<file path="config.mk">
export PLATFORM = sky130hd
export DESIGN_NAME = alu_seq
export DESIGN_NICKNAME = d
export VERILOG_FILES = /design/src/rtl/alu_seq.sv
export SDC_FILE = /design/constraint.sdc
export NUM_CORES = 1
export LEC_CHECK = 0
export ABC_AREA = 1
export CAP_MARGIN = 10
export CORE_ASPECT_RATIO = 1.4
export CORE_MARGIN = 4
export CORE_UTILIZATION = 60
export DETAILED_ROUTE_END_ITERATION = 6
export DONT_BUFFER_PORTS = 1
export PLACE_DENSITY_LB_ADDON = 0.05
export SLEW_MARGIN = 15
export SYNTH_ARGS = -nofsm -noshare
export SYNTH_HDL_FRONTEND = slang
export SYNTH_SLANG_ARGS = --single-unit
</file>
<file path="constraint.sdc">
create_clock -name clk -period 2.3 [get_ports clk]
set_input_delay 0.46 -clock clk [delete_from_list [all_inputs] [get_ports clk]]
set_output_delay 0.46 -clock clk [all_outputs]
set_load 0.02 [all_outputs]
</file>
<file path="src/rtl/alu_seq.sv">
// -----------------------------------------------------------------------------
// alu_seq
//
// Multi-cycle sequencer that drives a shared combinational 8-bit ALU to run
// 16-bit operations on behalf of the decode/execute stage:
//   op = 0 : unsigned 8x8 -> 16 multiply (shift-and-add, 8 ALU passes)
//   op = 1 : 16-bit add (low byte, high byte, then carry fold-in)
//
// Ports
//   clk, rst_n        clock, asynchronous active-low reset
//   start, op         request and operation select (sampled only when idle)
//   opa, opb          16-bit operands (MUL uses the low bytes only)
//   result, carry     registered result, held until the next operation ends
//   busy, done        busy while in flight; done pulses for one cycle
//   alu_rs1, alu_rs2  ALU operand drive
//   alu_ctrl          ALU function select, constant add
//   alu_flag          ALU add/sub flag, constant add
//   alu_out, alu_ovf  ALU sum and carry-out, combinational from the drive
// -----------------------------------------------------------------------------
module alu_seq (
  input  logic        clk,
  input  logic        rst_n,
  input  logic        start,
  input  logic        op,
  input  logic [15:0] opa,
  input  logic [15:0] opb,
  output logic [15:0] result,
  output logic        carry,
  output logic        busy,
  output logic        done,
  output logic [7:0]  alu_rs1,
  output logic [7:0]  alu_rs2,
  output logic [2:0]  alu_ctrl,
  output logic        alu_flag,
  input  logic [7:0]  alu_out,
  input  logic        alu_ovf
);

  typedef enum logic [2:0] {
    S_IDLE   = 3'd0,
    S_MUL    = 3'd1,
    S_ADD_LO = 3'd2,
    S_ADD_HI = 3'd3,
    S_ADD_C  = 3'd4,
    S_DONE   = 3'd5
  } state_t;

  state_t      state_r;
  state_t      state_s;

  // Latched operands; changes on opa/opb while busy are invisible.
  logic [15:0] a_r;
  logic [15:0] b_r;

  // Multiply datapath: hi_r is the running upper half, mq_r holds the
  // not-yet-consumed multiplier bits and collects the product low bits.
  logic [2:0]  cnt_r;
  logic [7:0]  hi_r;
  logic [7:0]  mq_r;

  // ADD16 partial results.
  logic [7:0]  lo_r;
  logic [7:0]  hs_r;
  logic        c0_r;
  logic        c1_r;

  logic [15:0] result_r;
  logic        carry_r;
  logic        busy_r;
  logic        done_r;
  logic        busy_s;
  logic        done_s;

  logic [7:0]  rs1_s;
  logic [7:0]  rs2_s;

  // Next-state selection and ALU operand drive for the current state.
  always_comb begin
    state_s = state_r;
    rs1_s   = 8'h00;
    rs2_s   = 8'h00;
    case (state_r)
      S_IDLE: begin
        if (start) begin
          state_s = op ? S_ADD_LO : S_MUL;
        end else begin
          state_s = S_IDLE;
        end
      end
      S_MUL: begin
        rs1_s = hi_r;
        // Add the multiplicand only when the current multiplier bit is set.
        if (mq_r[0]) begin
          rs2_s = a_r[7:0];
        end else begin
          rs2_s = 8'h00;
        end
        if (cnt_r == 3'd7) begin
          state_s = S_DONE;
        end else begin
          state_s = S_MUL;
        end
      end
      S_ADD_LO: begin
        rs1_s   = a_r[7:0];
        rs2_s   = b_r[7:0];
        state_s = S_ADD_HI;
      end
      S_ADD_HI: begin
        rs1_s   = a_r[15:8];
        rs2_s   = b_r[15:8];
        state_s = S_ADD_C;
      end
      S_ADD_C: begin
        rs1_s   = hs_r;
        rs2_s   = {7'b0000000, c0_r};
        state_s = S_DONE;
      end
      S_DONE: begin
        // start is deliberately not looked at here.
        state_s = S_IDLE;
      end
      default: begin
        state_s = S_IDLE;
      end
    endcase
  end

  // Handshake flags derived from the state being entered, so they are registered.
  always_comb begin
    busy_s = 1'b0;
    done_s = 1'b0;
    case (state_s)
      S_MUL, S_ADD_LO, S_ADD_HI, S_ADD_C: busy_s = 1'b1;
      S_DONE:                              done_s = 1'b1;
      default: begin
        busy_s = 1'b0;
        done_s = 1'b0;
      end
    endcase
  end

  // State register.
  always_ff @(posedge clk or negedge rst_n) begin
    if (!rst_n) begin
      state_r <= S_IDLE;
    end else begin
      state_r <= state_s;
    end
  end

  // Operand capture at acceptance.
  always_ff @(posedge clk or negedge rst_n) begin
    if (!rst_n) begin
      a_r <= 16'h0000;
      b_r <= 16'h0000;
    end else if ((state_r == S_IDLE) && start) begin
      a_r <= opa;
      b_r <= opb;
    end
  end

  // Shift-and-add multiply datapath: the 9-bit ALU sum is shifted right one
  // place across hi_r and mq_r each pass.
  always_ff @(posedge clk or negedge rst_n) begin
    if (!rst_n) begin
      cnt_r <= 3'd0;
      hi_r  <= 8'h00;
      mq_r  <= 8'h00;
    end else begin
      case (state_r)
        S_IDLE: begin
          if (start) begin
            cnt_r <= 3'd0;
            hi_r  <= 8'h00;
            mq_r  <= opb[7:0];
          end
        end
        S_MUL: begin
          cnt_r <= cnt_r + 3'd1;
          hi_r  <= {alu_ovf, alu_out[7:1]};
          mq_r  <= {alu_out[0], mq_r[7:1]};
        end
        default: begin
          cnt_r <= cnt_r;
        end
      endcase
    end
  end

  // ADD16 partial sums and their carries; carries clear on acceptance.
  always_ff @(posedge clk or negedge rst_n) begin
    if (!rst_n) begin
      lo_r <= 8'h00;
      hs_r <= 8'h00;
      c0_r <= 1'b0;
      c1_r <= 1'b0;
    end else begin
      case (state_r)
        S_IDLE: begin
          if (start) begin
            c0_r <= 1'b0;
            c1_r <= 1'b0;
          end
        end
        S_ADD_LO: begin
          lo_r <= alu_out;
          c0_r <= alu_ovf;
        end
        S_ADD_HI: begin
          hs_r <= alu_out;
          c1_r <= alu_ovf;
        end
        default: begin
          lo_r <= lo_r;
        end
      endcase
    end
  end

  // Result capture on the final compute edge; held otherwise.
  always_ff @(posedge clk or negedge rst_n) begin
    if (!rst_n) begin
      result_r <= 16'h0000;
      carry_r  <= 1'b0;
    end else begin
      case (state_r)
        S_MUL: begin
          if (cnt_r == 3'd7) begin
            // Same values hi_r/mq_r are about to take on this edge.
            result_r <= {alu_ovf, alu_out, mq_r[7:1]};
            carry_r  <= 1'b0;
          end
        end
        S_ADD_C: begin
          result_r <= {alu_out, lo_r};
          // A high-byte overflow and a fold-in overflow are mutually exclusive.
          carry_r  <= c1_r | alu_ovf;
        end
        default: begin
          result_r <= result_r;
        end
      endcase
    end
  end

  // Registered handshake outputs.
  always_ff @(posedge clk or negedge rst_n) begin
    if (!rst_n) begin
      busy_r <= 1'b0;
      done_r <= 1'b0;
    end else begin
      busy_r <= busy_s;
      done_r <= done_s;
    end
  end

  assign result   = result_r;
  assign carry    = carry_r;
  assign busy     = busy_r;
  assign done     = done_r;
  assign alu_rs1  = rs1_s;
  assign alu_rs2  = rs2_s;
  assign alu_ctrl = 3'b000;
  assign alu_flag = 1'b0;

endmodule

</file>
==> After elaboration in Yosys (flattened, before gate mapping) <==
Cells that the tools add are included.
{ "totals": {"out_inout_bits": 39, "elab_cells": 61, "register_bits": 91, "in_bits": 45} }
{ "op_classes": {"reduce_logical": 11, "n_bitwise": 1, "muxes": 22, "n_eq_ne": 12, "n_addsub": 1} }
{ "op_table": {"columns": ["operator", "count"], "rows": [
  ["case mux 8 bit (4 select lines)", 2],
  ["case mux 16 bit (2 select lines)", 1],
  ["case mux 8 bit (2 select lines)", 2],
  ["2-to-1 mux 8 bit", 3],
  ["2-to-1 mux 16 bit", 1],
  ["case mux 3 bit (5 select lines)", 1],
  ["equality test 3 x 2 -> 1 bit, second input constant", 4],
  ["equality test 3 bit, second input constant", 4],
  ["AND reduction 2 bit", 4],
  ["nonzero test 2 bit", 4],
  ["equality test 3 x 1 -> 1 bit, second input constant", 2],
  ["2-to-1 mux 3 bit", 2],
  ["case mux 1 bit (2 select lines)", 3],
  ["case mux 3 bit (2 select lines)", 1],
  ["2-to-1 mux 1 bit", 4],
  ["2-to-1 mux 2 bit", 2],
  ["!= test 2 bit, second input constant", 2],
  ["OR reduction 4 bit", 1],
  ["adder 3 x 1 -> 3 bit, second input constant", 1],
  ["zero test 3 bit", 1],
  ["logical AND 1 bit", 1],
  ["bitwise OR 1 bit", 1]
]} }

==> Logic depth before layout (Yosys ltp) <==
{ "logic_depth": {"depth_word": 6, "depth_mapped": 8, "mapped_depth_nobuf": 8} }

==> Worst setup path after synthesis <==
OpenSTA, ideal clock, no wires.
{ "synth_path": {"path_kind": "reg2out", "startpoint": "register state_r[2]", "endpoint": "output port alu_rs2[1]", "setup_slack_ns": 0.541, "t_arrival_ns": 1.299, "t_required_ns": 1.840, "path_stages_with_launch": 6, "path_buffers": 2, "cell_sequence": "dfrtp_1 inv_2 nand3_1 buf_2 buf_2 o211ai_1"} }
{ "synth_via": {"elab_chain_cells": 2, "elab_cells_between_ends": 5, "cone_classes": "eq/ne (4); mux (1)"} }
{ "synth_rtl": {"columns": ["item", "line_no", "source"], "rows": [
  ["start, declared", "48", "state_t state_r;"],
  ["start signal, assigned", "148", "state_r <= state_s;"],
  ["equality test 3 bit (tied with other cells)", "82", "case (state_r)"],
  ["case mux 8 bit (4 select lines) (*)", "82", null],
  ["end, declared", "32", "output logic [7:0] alu_rs2,"]
]} }
Every way passes the cells marked *; elsewhere a longest branch is shown, timed or not.

==> Worst setup path in the final report <==
{ "layout_path": {"startpoint": "register state_r[0]", "endpoint": "output port alu_rs2[0]"} }
The elaborated chain is that of the path after synthesis.

==> results.tsv <==
metric	value	unit
VDD IR max	0.0008781	V
HP Class	in2async	
ant diodes	0	
Die W	77.79	um
Max-Cap Viols	0	
drt wl/cell	15.50	um
Worst Path Required	1840	ps
post-layout min period	2191	ps
remaining antenna violation count	0	
Filler Cells Inserted	597	
met2 Track Usage GR	37.75	%
placed insts	552	
CP endpoint kind	output port	
r2r worst-path depth	7	
Skew-Pair Late Insertion Delay	370	ps
Power Density	1500	mW/mm2
RSZ-0062 raised after global routing	false	
HPWL Detailed	6478	um
# setup viols final	0	
Pleak	2.167	nW
worst r2r src	state_r[1]	
vias per cell	5.301	
Syn. warnings	0	
core area	0.006613	mm2
DR iter-0 viols	201	
sequential area share after synthesis	55.66	%
vias in the first global route	3001	
critical path launch point type	flop	
TritonCTS Buffers	9	
Worst-path clk slew	90	ps
critical path arrival	1730	ps
DR vias	3011	
failing checks	negative hold slack	
final setup TNS	0	ps
pin count of the biggest net entering global routing	92	
Synth Instances	465	
All-Layer GR Usage	23.35	%
met1 usage	29.21	%
CTS tree	built	
DRC viols	0	
status	finished with violations	
Worst-Margin Slew	548.0	ps
Synth async-reset ratio	100.0	%
drt total wl	8802	um
worst-path maximum fanout	13	
Crit Path Class	reg2out	
Die Height	105.7	um
Hold Fails Final Rpt	91	
Worst R2R End	result[6]	
CTS Root Cell	clkbuf_8	
Hold WS	-224.9	ps
Post-CTS Setup Bufs	0	
clk buf depth	2	
antenna violations before repair	0	
Worst slew margin	63.43	%
Final Util	66.28	%
Non-Filler Instances	568	
row cnt	35	
Post-synth EDFFs	0	
Max Clock Skew	8.143	ps
# IOs	84	
full die area	0.008223	mm2
# H-tree levels	3	
count of different cell masters after synthesis	25	
Starting Density	61.87	%
layout cells sized above 1	12.18	%
multi-input combinational cell area	0.001489	mm2
total grt overflow	0	
mapped cell area	0.004091	mm2
register area	0.002277	mm2
met3 Track Usage GR	5.641	%
drt pass-1 iters	4	
worst reg-to-reg setup slack	660	ps
global-route layer with the greatest usage	met2	
Placer Congestion	0.8747	
PortBufs	0	
number of synthesized register bits	91	
area delta synth->final	7.125	%
ys flop type	dfrtp_1	
Max Clk Rate	456.4	MHz
Clock Sinks	91	
Slew Limit Fails	0	
Final #Nets	518	
first-pass GRT wire length	14890	um
fin crit share	95.26	%
Mapped Avg Cell Area	8.799	um2
sequential cells by signal, indices dropped and copies added, names as in the netlist:
name,cells
a_r,16
b_r,16
cnt_r,3
lo_r,8
mq_r,8
result,16
c0_r,1
hs_r,8
busy,1
c1_r,1
hi_r,8
carry,1
state_r,3
done,1
layout make-up:
class                   count  area share [%]
flip-flops and latches     91           51.96
clock buffers              10           2.912
well taps                  92           2.626
multi-input cells         308           33.97
clock inverters             6           1.484
inverters                  41           3.625
repair buffers             20           3.426
report_power, final:
part	switching (mW)	total (mW)	internal [mW]
clock	0.555	1.06	0.504
combinational	1.54	2.44	0.902
sequential	0.704	3.07	2.37
total	2.80	6.57	3.78
routing by layer:
metal	up-vias	wire length, um
met3	22	500
li1	1502	-
met4	0	336
met5	-	0
met2	89	4309
met1	1398	3656
how the worst max path moves through the flow:
stage | startpoint | endpoint | slack (ps) | cells after the start
6_report | state_r[0] | alu_rs2[0] | 110 | 6
5_1_grt | state_r[1] | alu_rs2[0] | 0.2 | 6
4_1_cts | state_r[1] | alu_rs2[5] | 4 | 6
3_5_place_dp | state_r[0] | alu_rs1[5] | 310 | 6
3_3_place_gp | state_r[2] | alu_rs1[5] | 340 | 6
2_1_floorplan | state_r[2] | alu_rs2[1] | 540 | 5
synth_stat cells, types with 4 or more instances:
cell type    n  area (um2)
buf_6        4       45.04
o211ai_1     8       60.06
nor2_1       5       18.77
o2111ai_1    9       78.83
nand2_1    182       683.2
dfrtp_1     91        2277
o22ai_1      8       50.05
o21ai_2      9       78.83
nand3_1     29       145.1
buf_2       13       65.06
inv_2        5       18.77
buf_4        9       67.56
o21a_1       7       52.55
o21ai_0     37       185.2
inv_1       35       131.4
through the flow:
| stage | power [mW] | setup WS [ps] | cell area [um2] |
|---|---|---|---|
| 2_1_floorplan | 4.915 | 540.5 | 4103 |
| 3_3_place_gp | 5.448 | 341.3 | 4183 |
| 3_5_place_dp | 5.548 | 307.6 | 4183 |
| 4_1_cts | 6.629 | 3.815 | 4380 |
| 5_1_grt | 7.112 | 0.1986 | 4383 |
| 6_report | 6.573 | 109.0 | 4383 |
worst max-delay path, cell delays in order (launching register included):
cell and delay [ps]:
dfrtp_1 470, nor2_4 170, nand2_4 140, inv_2 180, nand2_1 120, o2111ai_1 110, buf_4 180
logic make-up after synthesis:
logic type                 synth area share (%)
other                                   0.09166
and+or+nand+nor                           22.11
AOI/OAI and AO/OA                         13.18
DFF                                       55.66
adders and majority gates                0.6115
buffers and inverters                     8.349
placed cells by master, fill, tap and decap left out, drive strengths merged:
cell	Yosys	routed
a22o	2	2
dfrtp	91	91
nand3	30	30
conb	1	4
ha	2	2
bufinv	0	1
o22ai	8	8
o21a	7	7
o21ai	47	47
clkbuf	2	10
clkinvlp	0	1
buf	26	20
o2111ai	9	9
inv	41	42
nand2	184	184
clkinv	0	3
o211ai	8	8
nor2	7	7
repair_timing:
item / in CTS / in global routing
gates resized for setup: 2 / 2
endpoints found under the setup margin: 8 / 8
hold endpoints to repair: 91 / 91
Power figures use the tool's default switching activity.
